## config.mk

```make
export PLATFORM = sky130hd
export DESIGN_NAME = req_arbiter_4_flat
export DESIGN_NICKNAME = d
export VERILOG_FILES = /design/src/rtl/arb_pkg.sv /design/src/rtl/req_arbiter_4_if.sv /design/src/rtl/rot_prio_enc4.sv /design/src/rtl/req_arbiter_4.sv /design/src/flat_wrapper.sv
export SDC_FILE = /design/constraint.sdc
export NUM_CORES = 1
export LEC_CHECK = 0
export ABC_AREA = 1
export ABC_CLOCK_PERIOD_IN_PS = 1600
export BUFFER_PORTS_ARGS = -buffer_cell sky130_fd_sc_hd__buf_2
export CORE_MARGIN = 2
export CORE_UTILIZATION = 38
export DETAILED_ROUTE_END_ITERATION = 16
export GPL_ROUTABILITY_DRIVEN = 0
export GPL_TIMING_DRIVEN = 1
export PLACE_DENSITY = 0.66
export SLEW_MARGIN = 20
export SYNTH_ARGS = -nofsm -noshare
export SYNTH_HDL_FRONTEND = slang
export SYNTH_SLANG_ARGS = --single-unit
export TNS_END_PERCENT = 30
```

## constraint.sdc

```tcl
create_clock -name clk -period 1.6 [get_ports clk]
set_input_delay 0.32 -clock clk [delete_from_list [all_inputs] [get_ports clk]]
set_output_delay 0.32 -clock clk [all_outputs]
set_load 0.01 [all_outputs]
```

## src/rtl/arb_pkg.sv

```systemverilog
// rtl/arb_pkg.sv - shared types and helpers for the 4-requester arbiter
package arb_pkg;

   localparam int NREQ = 4;
   localparam int ID_W = 2;

   typedef enum logic {
      IDLE  = 1'b0,
      GRANT = 1'b1
   } state_t;

   function automatic logic [NREQ-1:0] onehot(input logic [ID_W-1:0] id);
      logic [NREQ-1:0] v;
      v = '0;
      v[id] = 1'b1;
      return v;
   endfunction

endpackage

```

## src/rtl/req_arbiter_4_if.sv

```systemverilog
// rtl/req_arbiter_4_if.sv - request/grant bundle between requesters and the arbiter
interface req_arbiter_4_if;
   import arb_pkg::*;

   logic [NREQ-1:0] req;
   logic            release_i;
   logic            rr_en;
   logic [NREQ-1:0] gnt;
   logic [ID_W-1:0] gnt_id;
   logic            gnt_valid;
   logic            timeout_o;

   modport master (
      output req, release_i, rr_en,
      input  gnt, gnt_id, gnt_valid, timeout_o
   );

   modport slave (
      input  req, release_i, rr_en,
      output gnt, gnt_id, gnt_valid, timeout_o
   );

endinterface

```

## src/rtl/rot_prio_enc4.sv

```systemverilog
// rtl/rot_prio_enc4.sv - rotating 4-to-2 priority encoder, top_id holds highest priority
module rot_prio_enc4
   import arb_pkg::*;
(
   input  logic [NREQ-1:0] req,
   input  logic [ID_W-1:0] top_id,
   output logic [ID_W-1:0] win_id,
   output logic            any
);

   logic [NREQ-1:0] rot;
   logic [ID_W-1:0] idx;
   logic [ID_W-1:0] rot_win;

   // Bit j of rot is requester (j + top_id + 1) mod 4, so rot[3] is top_id.
   always_comb begin
      rot     = '0;
      idx     = '0;
      rot_win = '0;
      for (int j = 0; j < NREQ; j++) begin
         idx    = ID_W'(j) + top_id + ID_W'(1);
         rot[j] = req[idx];
      end
      for (int j = 0; j < NREQ; j++) begin
         if (rot[j]) rot_win = ID_W'(j);
      end
   end

   assign win_id = rot_win + top_id + ID_W'(1);
   assign any    = |req;

endmodule

```

## src/rtl/req_arbiter_4.sv

```systemverilog
// rtl/req_arbiter_4.sv - four-requester fixed/round-robin arbiter with hold-time limit
module req_arbiter_4
   import arb_pkg::*;
#(
   parameter int MAX_HOLD = 16
)(
   input  logic             clk,
   input  logic             rst_n,
   req_arbiter_4_if.slave   bus
);

   localparam int CNT_W = $clog2(MAX_HOLD + 1);
   localparam logic [CNT_W-1:0] MAX_CNT = CNT_W'(MAX_HOLD);

   state_t          state_q, state_d;
   logic [CNT_W-1:0] hold_q, hold_d;
   logic [ID_W-1:0] last_q, last_d;
   logic [NREQ-1:0] gnt_q, gnt_d;
   logic [ID_W-1:0] gnt_id_q, gnt_id_d;
   logic            valid_q, valid_d;
   logic            timeout_q, timeout_d;

   logic [ID_W-1:0] top_id;
   logic [ID_W-1:0] win_id;
   logic            win_any;
   logic            normal_rel;
   logic            expire;

   assign top_id = bus.rr_en ? (last_q - ID_W'(1)) : ID_W'(NREQ - 1);

   rot_prio_enc4 u_enc (
      .req    (bus.req),
      .top_id (top_id),
      .win_id (win_id),
      .any    (win_any)
   );

   assign normal_rel = bus.release_i || !bus.req[gnt_id_q];
   assign expire     = (hold_q == MAX_CNT);

   always_ff @(posedge clk or negedge rst_n) begin
      if (!rst_n) begin
         state_q   <= IDLE;
         hold_q    <= '0;
         last_q    <= '0;
         gnt_q     <= '0;
         gnt_id_q  <= '0;
         valid_q   <= 1'b0;
         timeout_q <= 1'b0;
      end else begin
         state_q   <= state_d;
         hold_q    <= hold_d;
         last_q    <= last_d;
         gnt_q     <= gnt_d;
         gnt_id_q  <= gnt_id_d;
         valid_q   <= valid_d;
         timeout_q <= timeout_d;
      end
   end

   always_comb begin
      state_d = state_q;
      case (state_q)
         IDLE:    if (win_any) state_d = GRANT;
         GRANT:   if (normal_rel || expire) state_d = IDLE;
         default: state_d = IDLE;
      endcase
   end

   // Release is checked before expiry so a coincident release suppresses the timeout pulse.
   always_comb begin
      hold_d    = hold_q;
      last_d    = last_q;
      gnt_d     = gnt_q;
      gnt_id_d  = gnt_id_q;
      valid_d   = valid_q;
      timeout_d = 1'b0;
      case (state_q)
         IDLE: begin
            gnt_d    = '0;
            gnt_id_d = '0;
            valid_d  = 1'b0;
            if (win_any) begin
               gnt_d    = onehot(win_id);
               gnt_id_d = win_id;
               valid_d  = 1'b1;
               hold_d   = CNT_W'(1);
               last_d   = win_id;
            end
         end
         GRANT: begin
            if (normal_rel || expire) begin
               gnt_d     = '0;
               gnt_id_d  = '0;
               valid_d   = 1'b0;
               hold_d    = '0;
               timeout_d = !normal_rel;
            end else begin
               hold_d = hold_q + CNT_W'(1);
            end
         end
         default: begin
            gnt_d    = '0;
            gnt_id_d = '0;
            valid_d  = 1'b0;
            hold_d   = '0;
         end
      endcase
   end

   assign bus.gnt       = gnt_q;
   assign bus.gnt_id    = gnt_id_q;
   assign bus.gnt_valid = valid_q;
   assign bus.timeout_o = timeout_q;

endmodule
```

## src/flat_wrapper.sv

```systemverilog
// flat-port wrapper written by rule: the top's interface ports become plain ports
module req_arbiter_4_flat import arb_pkg::*;
#(
   parameter int MAX_HOLD = 16
)
  (clk, rst_n, bus_req, bus_release_i, bus_rr_en, bus_gnt, bus_gnt_id, bus_gnt_valid, bus_timeout_o);
  req_arbiter_4_if bus_i ();
  input  logic clk;
  input  logic rst_n;
  input wire logic [$bits(bus_i.req)-1:0] bus_req;
  input wire logic [$bits(bus_i.release_i)-1:0] bus_release_i;
  input wire logic [$bits(bus_i.rr_en)-1:0] bus_rr_en;
  output wire logic [$bits(bus_i.gnt)-1:0] bus_gnt;
  output wire logic [$bits(bus_i.gnt_id)-1:0] bus_gnt_id;
  output wire logic [$bits(bus_i.gnt_valid)-1:0] bus_gnt_valid;
  output wire logic [$bits(bus_i.timeout_o)-1:0] bus_timeout_o;
  assign bus_i.req = bus_req;
  assign bus_i.release_i = bus_release_i;
  assign bus_i.rr_en = bus_rr_en;
  assign bus_gnt = bus_i.gnt;
  assign bus_gnt_id = bus_i.gnt_id;
  assign bus_gnt_valid = bus_i.gnt_valid;
  assign bus_timeout_o = bus_i.timeout_o;
  req_arbiter_4 #(.MAX_HOLD(MAX_HOLD)) u_core (.clk(clk), .rst_n(rst_n), .bus(bus_i));
endmodule
```

# == Word level (Yosys, flattened, before mapping) ==
# Index checks and enable logic that the tools add are counted.
# word_totals
register_bits,16
input_bits,8
elab_cells,64
# classes
addsub,10
magnitude_cmp,6
eq_ne,3
mux,30
n_bitwise,1
reduce_logical,7
# op_table
cell,count
$lt 2x3->1 const B,5
$mux 1,11
$mux 2,5
$mux 5,2
$pmux 5 s2,1
$add 2x1->2 const B,4
$bmux 1 s2,4
$mux 4,2
$pmux 4 s2,1
$add 5x1->5 const B,1
$eq 5x5->1 const B,1
$add 2x2->2 const A,2
$ne 2x2->1 const B,2
$pmux 1 s2,2
$pmux 2 s2,1
$reduce_or 4->1,1
$add 1x2->2 const A,1
$add 2x2->2,1
$demux 1 s2,1
$ge 2x1->1 const B,1
$logic_not 1->1,2
$logic_or 1x1->1,2
$reduce_and 2->1,1
$sub 2x1->2 const B,1
2 further kinds,2

# == Depth between registers and ports, before layout ==
# Gate-level depths: netlist of run 1.
# logic_depth
word_depth,17
depth_mapped,16
mapped_depth_nobuf,16

# == Hierarchy ==
# A second synthesis of run 1 with hierarchy kept.
# hier_totals
hier_cells,122
area_unflattened_um2,933.4
# by_module_without_submodules
mod,n_inst,cells_per_inst,area_per_inst_um2,seq_area_each_um2
req_arbiter_4,1,92,792.0,400.4
rot_prio_enc4,1,30,141.4,0.0

# == Worst setup path after synthesis of run 1 ==
# Ideal clock, no wire load.
# synth_timing
path_kind,reg2reg
startpoint,register u_core.last_q[0]
endpoint,"register u_core.gnt_id_q[1], in the netlist u_core.bus.gnt_id[1]"
arrival_time_ps,1679
slack_ps,-197
stages_incl_launch_ff,17
cell_sequence,dfrtp_1 -> nand2_2 -> nand2_2 -> nand2_2 -> clkinv_1 -> nand2_2 -> nand2_2 -> nand3_1 -> o21ai_0 -> ha_1 -> nand3b_1 -> nand2_2 -> inv_1 -> nand2_2 -> nand2_2 -> nand2_2 -> nand2_1
# synth_via
elab_chain_cells,13
# synth_lines
element,line_no,rtl
"start, declared",req_arbiter_4.sv:17,"logic [ID_W-1:0] last_q, last_d;"
"start signal, assigned",req_arbiter_4.sv:53,last_q <= last_d;
$sub 2x1->2 (*),req_arbiter_4.sv:29,assign top_id = bus.rr_en ? (last_q - ID_W'(1)) : ID_W'(NREQ - 1);
$mux 2 (*),req_arbiter_4.sv:29,
$add 1x2->2,rot_prio_enc4.sv:21,idx = ID_W'(j) + top_id + ID_W'(1);
$add 2x1->2,rot_prio_enc4.sv:21,
$bmux 1 s2,rot_prio_enc4.sv:22,rot[j] = req[idx];
$mux 1 (implied by the code),rot_prio_enc4.sv:22,
$mux 1,rot_prio_enc4.sv:25,if (rot[j]) rot_win = ID_W'(j);
$mux 2 (2 in a row),rot_prio_enc4.sv:25,
$add 2x2->2 (*),rot_prio_enc4.sv:29,assign win_id = rot_win + top_id + ID_W'(1);
$add 2x1->2 (*),rot_prio_enc4.sv:29,
$mux 2 (*),req_arbiter_4.sv:83,if (win_any) begin
$pmux 2 s2 (*),req_arbiter_4.sv:78,case (state_q)
"end signal, assigned",req_arbiter_4.sv:55,gnt_id_q <= gnt_id_d;
"end, declared",req_arbiter_4.sv:19,"logic [ID_W-1:0] gnt_id_q, gnt_id_d;"
# Mark *: on every way between the ends. The rest lies on a longest branch, timed or not. The select of a mux whose other input is x is not followed.
# A chain may end at the register's enable or synchronous reset.

# == Worst setup path after layout of run 1 ==
# layout_timing
startpoint,register u_core.last_q[0]
endpoint,register u_core.last_q[1]
# layout_via
elab_chain_cells,11
# layout_lines
element,line_no
$sub 2x1->2 (*),req_arbiter_4.sv:29
$mux 2 (*),req_arbiter_4.sv:29
$add 1x2->2,rot_prio_enc4.sv:21
$add 2x1->2,rot_prio_enc4.sv:21
$bmux 1 s2,rot_prio_enc4.sv:22
$mux 1 (implied by the code),rot_prio_enc4.sv:22
$mux 1,rot_prio_enc4.sv:25
$mux 2 (2 in a row),rot_prio_enc4.sv:25
$add 2x2->2 (*),rot_prio_enc4.sv:29
$add 2x1->2 (*),rot_prio_enc4.sv:29
# Marked as above.

==> results of run 1 <==
layout make-up:
class / instances / area share (%)
multi-input cells: 87 / 41.16
well taps: 30 / 2.762
flip-flops and latches: 16 / 29.56
clock buffers: 4 / 2.670
inverters: 17 / 4.880
repair buffers: 39 / 18.97
cells in the final DEF (no fill, tap or decap), types with 2 or more instances in the layout:
master,synthesis,layout
inv_1,15,13
dfrtp_1,16,15
inv_2,1,3
nor2_2,2,2
xor2_1,3,3
nand2_4,0,5
ha_1,3,2
nand3_1,14,13
o22ai_1,2,2
o21ai_0,4,3
buf_2,0,15
nand3_2,2,2
nand4_1,7,7
clkbuf_4,0,3
nand2_2,11,13
buf_4,0,23
nand2_1,27,20
nor2_1,5,5
worst reg2reg max path: stages (launching register included):
cell	delay, ps
dfrtp_2	460
nand2_4	130
nand2_4	70
buf_4	130
buf_4	120
buf_4	120
buf_4	120
buf_4	120
nand3_1	70
nand3_1	120
nand2_4	110
nand2_4	60
nand2_2	70
nand2_1	50
Yosys cell counts, types with 2 or more instances:
cell and count:
nand2_1 27, dfrtp_1 16, inv_1 15, nand3_1 14
nand2_2 11, nand4_1 7, nor2_1 5, o21ai_0 4
ha_1 3, xor2_1 3, nand3_2 2, nor2_2 2
o22ai_1 2
sequential cells by signal, indices dropped and copies added (netlist names):
name	count
u_core.bus.gnt	4
u_core.bus.gnt_id	2
u_core.bus.gnt_valid	1
u_core.bus.timeout_o	1
u_core.hold_q	5
u_core.last_q	2
u_core.state_q	1
logic make-up (layout without fill, tap and decap cells):
family          after synthesis  count (layout)  synth area share, %
flops                        16              16                41.61
simple gates                 71              71                37.45
buf+inv                      17              60                6.631
fa+ha+maj                     3               3                3.902
xor+xnor                      3               3                2.731
compound gates               10              10                7.672
final timing paths:
path                       slack, ps  cells after the start                        startpoint                                to
hold / removal                   380                      5                     bus_release_i    u_core.bus.timeout_o$_DFF_PN0_
min in group asynchronous        470                      2                             rst_n      u_core.hold_q[2]$_DFFE_PN0P_
setup / recovery                -250                     13      u_core.last_q[0]$_DFFE_PN0P_      u_core.last_q[1]$_DFFE_PN0P_
hold reg to reg                  490                      1  u_core.bus.gnt_valid$_DFFE_PN0P_  u_core.bus.gnt_valid$_DFFE_PN0P_
max in group asynchronous        840                      2                             rst_n      u_core.last_q[0]$_DFFE_PN0P_
setup reg to reg                -250                     13      u_core.last_q[0]$_DFFE_PN0P_      u_core.last_q[1]$_DFFE_PN0P_
per-layer routing:
| metal | routed length [um] | vias to the layer above |
|---|---|---|
| met3 | 47 | 2 |
| met4 | 8 | 0 |
| li1 | - | 476 |
| met2 | 1344 | 7 |
| met1 | 973 | 479 |
| met5 | 0 | - |
where the power goes:
group	internal [W]	switching (W)
clock	0.000138	0.000125
combinational	0.000596	0.000731
sequential	0.000528	0.000112
total	0.00126	0.000968
what timing repair did:
item,in CTS,in global routing
setup endpoints to repair,8,8
setup buffers,7,2
pin swaps,7,8
resized for setup,5,13
hold buffers,1,0
hold endpoints to repair,16,0
per-stage QoR:
stage          util, %  cell area, um^2  power (W)
2_1_floorplan        -            965.9   0.001302
3_3_place_gp     48.66             1184   0.001623
3_5_place_dp     48.66             1184   0.001667
4_1_cts          53.45             1300   0.002072
5_1_grt          55.86             1359   0.002395
6_report         55.86             1359   0.002231
==> reports/summary.md, run 1 <==
- status: complete, but fails checks
- violations in the final reports: setup timing
- root buffer selected by CTS: clkbuf_4
- clock tree buffer depth: 2
- standard cell core area: 0.002432 mm^2
- Critical path buffers and inverters: 5
- total length of routed wires: 2373 um
- flip-flop and latch count after synthesis: 16
- # DRC: 0
- clock tree from TritonCTS: done
- syn avg cell area: 8.018 um^2
- buffers added on ports: 15
- max-capacitance violation count: 0
- Async S/R FF share, synth: 100.0%
- Peak Freq: 541.7 MHz
- cell family with most CP delay: simple AND/OR/NAND/NOR gates
- number of nets in the synthesized netlist: 131
- DRT antenna net count: 0
- post-DP HPWL: 1677 um
- top cells by area, synth: dfrtp_1 (42%), nand2_1 (11%), nand3_1 (7.3%), nand2_2 (7.2%), inv_1 (5.9%)
- vias in the first global route: 887
- share of Yosys cell area claimed by the top area cell type: 41.61%
- site row count: 18
- worst endpoint data arrival time: 2030 ps
- final clock skew: 5.163 ps
- DRT Pass-1 Iters: 4
- GR Overflow Total: 0
- startpoint type of the worst setup path: flop
- worst setup path class: flop to flop
- GR Layer Usage met2: 33.53%
- actual transition at the worst max-transition pin: 366.1 ps
- reported leakage power: 0.7228 nW
- top flip-flop cell by instance count after synthesis: dfrtp_1
- cells traversed along the worst timing path: nand2_4 > nand2_4 > buf_4 > buf_4 > buf_4 > buf_4 > buf_4 > nand3_1 > nand3_1 > nand2_4 > nand2_4 > nand2_2 > nand2_1
- die outline width: 54.32 um
- relative slew slack: 75.60%
- Hold WS: 383.9 ps
- number of clock buffers inserted by TritonCTS: 3
- sequential area share after synthesis: 41.61%
- worst path required time: 1780 ps
- Post-synth EDFFs: 0
- wire length of the first global-routing pass: 3636 um
- post-synth design cell area: 962.2 um^2
- most common cell type on the critical path: buf_4
- Final Net Count: 175
- slowest CP cell: dfrtp_2
- number of fill cells: 233
- Setup-failing EPs final: 8
- P&R area growth vs syn: 41.22%
- gate count of the mapped netlist: 120
- Total Negative Setup Slacks: -1635 ps
- unrepaired setup endpoints after global routing: true
- Syn. warnings: 0
- post-layout instance count excluding filler cells: 193
- placed cell count: 179
- number of antenna diodes: 0
- power density relative to cell area: 1642 mW/mm^2
- global-route track usage on met3: 1.639%
- Final Hold Vio Count: 0
- multi-input gate area in the final layout: 559.3 um^2
- slowest stage delay, CP: 460 ps
- flip-flop and latch area: 401.6 um^2
- routed len/inst: 12.30 um
- clock slew seen by the registers of the worst setup and hold paths: 100 ps
- maximum resistive drop on vdd: 842.4 uV
- largest net degree at the start of global routing: 17
- Via Count: 964
- CP Capture Type: flop
- largest area contributor in the synthesized netlist: dfrtp_1
- minimum period implied by the final worst setup slack: 1846 ps
- clk_lat worst skew: 280 ps
- number of clock sinks: 16
- number of distinct library cell variants in the gate-level netlist after synthesis: 22
- maximum level of the CTS H-tree: 1
- maximum net fanout on the critical path: 6
- DR vias/cell: 4.995
- fin. max-slew vios: 0
- final clock period utilization by the worst path: 115.4%
- drt initial violations: 15
- worst setup timing slack at the placement stage: -286.7 ps
- share of layout cells above drive strength 1: 46.63%
- starting density of the core: 39.56%
- routing layer with the top usage in global route: met2
- floorplan die height: 54.32 um
- count of pins on the block boundary: 16
- Die Outline Area: 0.002951 mm^2
- antenna violations before repair: 0
- Tightest Hold Check Type: input pin to flop
- minimum setup slack in the final design: -245.9 ps
- overall track demand over capacity in global routing: 17.13%
- met1 Resource Use GR: 18.21%
Note: power is estimated with default switching activity, not from simulation.
==> run 2: changes to the inputs <==
Settings changed: RECOVER_POWER set to 100, SYNTH_HIERARCHICAL set to 1.
==> reports/summary.md, run 2 <==
- floorplan die height: 53.56 um
- gate count of the mapped netlist: 122
- drt initial violations: 13
- fraction of synthesized area in multiplexers: 0%
- syn avg cell area: 7.651 um^2
- leading cell type in the layout, fill and taps excluded: buf_4
- top cells by area, synth: dfrtp_1 (43%), nand2_1 (11%), inv_1 (9.7%), nand4_1 (4.7%), nand3_1 (4.3%)
- reported leakage power: 0.6719 nW
- part of the total power dissipated in combinational logic: 59.6%
- number of antenna diodes: 0
- DRT Pass-1 Iters: 4
- clk_lat worst skew: 290 ps
- CP Capture Type: flop
- routed len/inst: 13.67 um
- maximum resistive drop on vdd: 1123 uV
- worst setup timing slack at the placement stage: -263.1 ps
- worst endpoint data arrival time: 2130 ps
- site row count: 17
- vias in the first global route: 937
- Hold WS: 415.4 ps
- violations in the final reports: setup timing
- end of the worst register-to-register path: u_core/bus.gnt[2]$_DFFE_PN0P_
- placed cell count: 177
- number of nets in the synthesized netlist: 133
- Final Net Count: 174
- DRT antenna net count: 0
- total length of routed wires: 2597 um
- flip-flop and latch area: 400.4 um^2
- Reg power frac: 28.3%
- simple-gate area share of the yosys netlist: 29.09%
- number of clock buffers inserted by TritonCTS: 3
- slowest stage delay, CP: 430 ps
- launch point of the worst hold path: bus_release_i
- Final Hold Vio Count: 0
- status: complete, but fails checks
- Switch Pwr: 0.001036 W
- unrepaired setup endpoints after global routing: true
- largest net degree at the start of global routing: 17
- relative slew slack: 39.98%
- final clock period utilization by the worst path: 119.2%
- origin of the critical flop-to-flop path: u_core/last_q[0]$_DFFE_PN0P_
- maximum level of the CTS H-tree: 1
- flip-flop count of the largest register after layout: 5
- final clock skew: 5.161 ps
- # DRC: 0
- die outline width: 53.56 um
- Post-Synth XOR/XNOR Area: 2.815%
- share of layout cells above drive strength 1: 41.98%
- cells traversed along the worst timing path: inv_2 > nand2_2 > nand3_4 > inv_4 > nand2_2 > nand3_2 > nand2_2 > buf_4 > nand2_1 > nand2_2 > nand2_2 > nand2_2 > nand2_4 > inv_2 > nor2_2 > inv_2 > o21ai_2
- wire length of the first global-routing pass: 4036 um
- most frequent cells in the layout: buf_4 (20), nand2_1 (19), inv_1 (16), dfrtp_1 (16)
- clock share of power: 12.1%
- number of distinct library cell variants in the gate-level netlist after synthesis: 19
- worst setup path class: flop to flop
- Die Outline Area: 0.002869 mm^2
- top flip-flop cell by instance count after synthesis: dfrtp_1
- largest area contributor in the synthesized netlist: dfrtp_1
- Via Count: 969
- largest register by flop count: u_core/hold_q
- Peak Freq: 524.2 MHz
- dominant combinational cell family by area after synthesis: simple AND/OR/NAND/NOR gates
- internal power summed over all cells: 0.001252 W
- buffers added on ports: 15
- Total Negative Setup Slacks: -2117 ps
- most common cell type on the critical path: nand2_2
- multi-input gate area in the final layout: 519.2 um^2
- antenna violations before repair: 0
- power density relative to cell area: 1735 mW/mm^2
- DR vias/cell: 5.100
- post-DP HPWL: 1663 um
- startpoint type of the worst setup path: flop
- area of placed instances: 0.001144 mm^2
- max-capacitance violation count: 0
- slowest CP cell: dfrtp_1
- minimum setup slack in the final design: -307.7 ps
- root buffer selected by CTS: clkbuf_4
- number of clock sinks: 16
- path depth of the worst reg2reg path: 17
- terminating pin of the worst hold path: u_core/bus.timeout_o$_DFF_PN0_
- Setup-failing EPs final: 8
- Synth Area in Compound Gates: 10.32%
- standard cell core area: 0.002276 mm^2
- overall track demand over capacity in global routing: 19.88%
- Post-synth top cells: nand2_1 (28), inv_1 (24), dfrtp_1 (16)
- maximum net fanout on the critical path: 6
- Post-synth EDFFs: 0
- clock tree buffer depth: 2
- Syn. warnings: 6
- GR Overflow Total: 0
- minimum period implied by the final worst setup slack: 1908 ps
- post-synth design cell area: 933.4 um^2
- Min-Delay Path Depth: 4
- fin. max-slew vios: 0
- P&R area growth vs syn: 41.29%
- number of fill cells: 194
- Async S/R FF share, synth: 100.0%
- count of pins on the block boundary: 16
- worst path required time: 1820 ps
- post-layout instance count excluding filler cells: 190
- Tightest Hold Check Type: input pin to flop
- most common cell in the synthesized netlist: nand2_1
- share of Yosys cell area claimed by the top area cell type: 42.90%
- sequential area share after synthesis: 42.90%
- post-route design area: 0.001319 mm^2
- Switching Fraction: 45.29%
- arithmetic-cell share of the synthesized area counting full adders, half adders and majority gates: 4.021%
- actual transition at the worst max-transition pin: 900.2 ps
- flip-flop and latch count after synthesis: 16
- starting density of the core: 41.01%
- clock tree from TritonCTS: done
- clock slew seen by the registers of the worst setup and hold paths: 110 ps
- worst setup slack for register-to-register paths: -310 ps
[run 2: changes by cell type in the layout (fill, tap and decap cells not counted), sizes merged, moves of 6 or more]
cell,previous run,this run
nand3,16,10
inv,17,27
buf,38,26
o21ai,4,13
nand2,38,30
clkbuf,4,13
[run 2: critical path, delay by kind of cell (launching register included)]
| family | cells | cell delay [ps] |
|---|---|---|
| AND/OR/NAND/NOR | 11 | 920 |
| flip-flops | 1 | 430 |
| AO/OA/AOI/OAI | 1 | 110 |
| buffers and inverters | 5 | 410 |
[run 2: layer usage]
metal / vias up / share of wire [%] / track usage (%)
li1: 469 / - / -
met3: 8 / 4.4 / 5.000
met1: 469 / 40 / 23.43
met4: 0 / 3.0 / 8.120
met2: 23 / 53 / 34.36
met5: - / 0 / 0
[run 2: worst max-delay path by stage]
stage,startpoint,to,slack (ps),cells past startpoint
2_1_floorplan,u_core/last_q[0]$_DFFE_PN0P_,u_core/bus.gnt_id[1]$_DFFE_PN0P_,-9,16
3_3_place_gp,u_core/last_q[0]$_DFFE_PN0P_,u_core/bus.gnt[1]$_DFFE_PN0P_,-190,14
3_5_place_dp,bus_rr_en,u_core/bus.gnt[3]$_DFFE_PN0P_,-260,12
4_1_cts,u_core/last_q[0]$_DFFE_PN0P_,u_core/bus.gnt[2]$_DFFE_PN0P_,-170,14
5_1_grt,u_core/last_q[0]$_DFFE_PN0P_,u_core/bus.gnt[2]$_DFFE_PN0P_,-400,17
6_report,u_core/last_q[0]$_DFFE_PN0P_,u_core/bus.gnt[2]$_DFFE_PN0P_,-310,17
[run 2: cells by family after synthesis]
group | after synthesis
flip-flops | 16
AND/OR/NAND/NOR | 56
AO/OA/AOI/OAI | 17
adder cells (fa/ha/maj) | 3
XOR/XNOR | 3
buffers and inverters | 27
[run 2: cell type report]
class	instances	share of cell area (%)
multi-input combinational	79	39.37
inverter	27	7.875
clock buffer	4	2.751
tap	28	2.657
timing repair buffer	36	16.98
sequential	16	30.36
[run 2: power groups by stage]
stage	combinational [W]	sequential [W]	clock (W)
3_5_place_dp	0.000981	0.000647	0
6_report	0.00136	0.000648	0.000276
4_1_cts	0.00119	0.000645	0.000290
3_3_place_gp	0.000944	0.000643	0
5_1_grt	0.00149	0.000669	0.000313
2_1_floorplan	0.000583	0.000656	0
[run 2: timing repair]
| action | CTS | global route |
|---|---|---|
| endpoints found under the hold margin | 16 | 0 |
| hold buffers | 1 | 0 |
| pin swaps | 2 | 8 |
| gates resized for setup | 14 | 18 |
| setup buffers | 6 | 2 |
| endpoints found under the setup margin | 8 | 8 |
[run 2: through the flow]
stage / total power, W / utilization (%)
after floorplan: 0.001239 / -
after global placement: 0.001588 / 50.25
after detailed placement: 0.001627 / 50.25
after CTS: 0.002125 / 56.07
after global routing: 0.002471 / 57.94
final: 0.002288 / 57.94
==> run 3: changes to the inputs <==
Settings changed: CELL_PAD_IN_SITES_DETAIL_PLACEMENT set to 1, CELL_PAD_IN_SITES_GLOBAL_PLACEMENT set to 2, CORE_UTILIZATION 38 to 28, PLACE_DENSITY 0.66 to 0.8.
==> reports/summary.md, run 3 (synthesis gave the netlist of run 2 again) <==
- minimum setup slack in the final design: -244.8 ps
- fin. max-slew vios: 0
- max-capacitance violation count: 0
- number of clock buffers inserted by TritonCTS: 3
- part of the total power dissipated in combinational logic: 61.0%
- wire length of the first global-routing pass: 4609 um
- drt initial violations: 12
- largest net degree at the start of global routing: 17
- Critical path buffers and inverters: 5
- slowest stage delay, CP: 430 ps
- reported leakage power: 0.6772 nW
- total length of routed wires: 2665 um
- die outline width: 61.74 um
- most common cell type on the critical path: nand2_2
- GR Overflow Total: 0
- startpoint type of the worst setup path: flop
- clock tree from TritonCTS: done
- DRT antenna net count: 0
- actual transition at the worst max-transition pin: 893.8 ps
- count of pins on the block boundary: 16
- overall track demand over capacity in global routing: 16.73%
- Final Hold Vio Count: 0
- most frequent cells in the layout: buf_4 (23), nand2_1 (18), inv_1 (17)
- flip-flop count of the largest register after layout: 5
- maximum resistive drop on vdd: 732.8 uV
- relative slew slack: 40.42%
- share of layout cells above drive strength 1: 42.07%
- worst setup timing slack at the placement stage: -356.1 ps
- number of clock sinks: 16
- CP Capture Type: flop
- Setup-failing EPs final: 9
- clock slew seen by the registers of the worst setup and hold paths: 90 ps
- placed cell count: 199
- worst endpoint data arrival time: 2060 ps
- Peak Freq: 542.1 MHz
- Die Outline Area: 0.003811 mm^2
- violations in the final reports: setup timing
- post-layout instance count excluding filler cells: 208
- standard cell core area: 0.003103 mm^2
- worst path required time: 1810 ps
- Switch Pwr: 0.0009854 W
- clock share of power: 9.3%
- slowest CP cell: dfrtp_1
- Via Count: 968
- post-DP HPWL: 2018 um
- worst setup path class: flop to flop
- power density relative to cell area: 1627 mW/mm^2
- buffers added on ports: 15
- maximum net fanout on the critical path: 6
- cells traversed along the worst timing path: inv_2 > nand2_2 > nand3_4 > inv_4 > nand2_2 > nand3_2 > nand2_2 > buf_4 > nand2_1 > nand2_2 > nand2_1 > nand2_1 > nand2_2 > inv_2 > nor2_4 > inv_2 > o21ai_1
- routed len/inst: 12.81 um
- final clock skew: 8.524 ps
- minimum period implied by the final worst setup slack: 1845 ps
- largest register by flop count: u_core/hold_q
- maximum level of the CTS H-tree: 1
- # DRC: 0
- clk_lat worst skew: 280 ps
- Final Net Count: 177
- Reg power frac: 29.6%
- number of antenna diodes: 0
- root buffer selected by CTS: clkbuf_4
- Switching Fraction: 45.37%
- starting density of the core: 30.08%
- Tightest Hold Check Type: input pin to flop
- post-route core utilization: 43.02%
- floorplan die height: 61.74 um
- Total Negative Setup Slacks: -1757 ps
- DR vias/cell: 4.654
- DRT Pass-1 Iters: 4
- site row count: 20
- status: complete, but fails checks
- unrepaired setup endpoints after global routing: true
- final clock period utilization by the worst path: 115.3%
- cell family with most CP delay: simple AND/OR/NAND/NOR gates
- leading cell type in the layout, fill and taps excluded: buf_4
- clock tree buffer depth: 2
- vias in the first global route: 1,007
- internal power summed over all cells: 0.001186 W
- antenna violations before repair: 0
- P&R area growth vs syn: 43.03%
==> run 3: changes by cell type in the layout (fill, tap and decap cells not counted), moves of 2 or more <==
| cell | change |
|---|---|
| nand2_2 | +2 |
| nor2_2 | -2 |
| buf_4 | +3 |
| nor2_4 | +2 |
==> run 3: path summary, 6_finish.rpt <==
path	start	endpoint	slack, ps	cells after the start
min in group asynchronous	rst_n	u_core/bus.gnt[0]$_DFFE_PN0P_	670	2
min reg2reg	u_core/bus.gnt[0]$_DFFE_PN0P_	u_core/bus.gnt[0]$_DFFE_PN0P_	530	2
max in group asynchronous	rst_n	u_core/hold_q[2]$_DFFE_PN0P_	380	2
max reg2reg	u_core/last_q[0]$_DFFE_PN0P_	u_core/bus.gnt[2]$_DFFE_PN0P_	-240	17
max	u_core/last_q[0]$_DFFE_PN0P_	u_core/bus.gnt[2]$_DFFE_PN0P_	-240	17
min	bus_release_i	u_core/bus.gnt_valid$_DFFE_PN0P_	440	4
==> run 3: metal layers <==
metal	up-vias	share of wire (%)	track usage (%)
met5	-	0	0
met4	0	1.1	2.736
met3	4	3.0	3.727
met2	20	51	29.17
met1	472	45	21.63
li1	472	-	-
==> run 3: cell type report <==
cell class              count  area [um^2]
repair buffers             39        246.5
flip-flops and latches     16        400.4
multi-input cells          79        506.7
fillers                   418         1768
inverters                  27        103.9
clock buffers               3        22.52
well taps                  44        55.05
==> run 3: timing repair <==
action                                 4_1_cts  5_1_grt
gates resized for setup                     19       10
buffers inserted                             4        1
pin swaps                                   11        4
hold buffers                                 1        0
endpoints found under the hold margin       16        0
setup endpoints to repair                    8        9
==> run 3: stage by stage <==
step / hold slack (ps) / area [um^2] / power [W]
2_1_floorplan: 24.41 / 943.4 / 0.001239
3_3_place_gp: 251.4 / 1209 / 0.001666
3_5_place_dp: 256.7 / 1209 / 0.001717
4_1_cts: 449.8 / 1333 / 0.002156
5_1_grt: 458.6 / 1335 / 0.002376
6_report: 436.7 / 1335 / 0.002172
==> run 3: worst min-delay path, delay by kind of cell <==
kind	cells	cell delay (ps)
buf+inv	2	200
simple gates	2	170
==> run 3: power groups by stage <==
| stage | Clock [W] | Combinational [W] | Sequential, W |
|---|---|---|---|
| floorplan | 0 | 0.000583 | 0.000656 |
| global placement | 0 | 0.00103 | 0.000637 |
| detailed placement | 0 | 0.00107 | 0.000643 |
| CTS | 0.000216 | 0.00130 | 0.000644 |
| global route | 0.000232 | 0.00148 | 0.000664 |
| finish | 0.000203 | 0.00133 | 0.000644 |
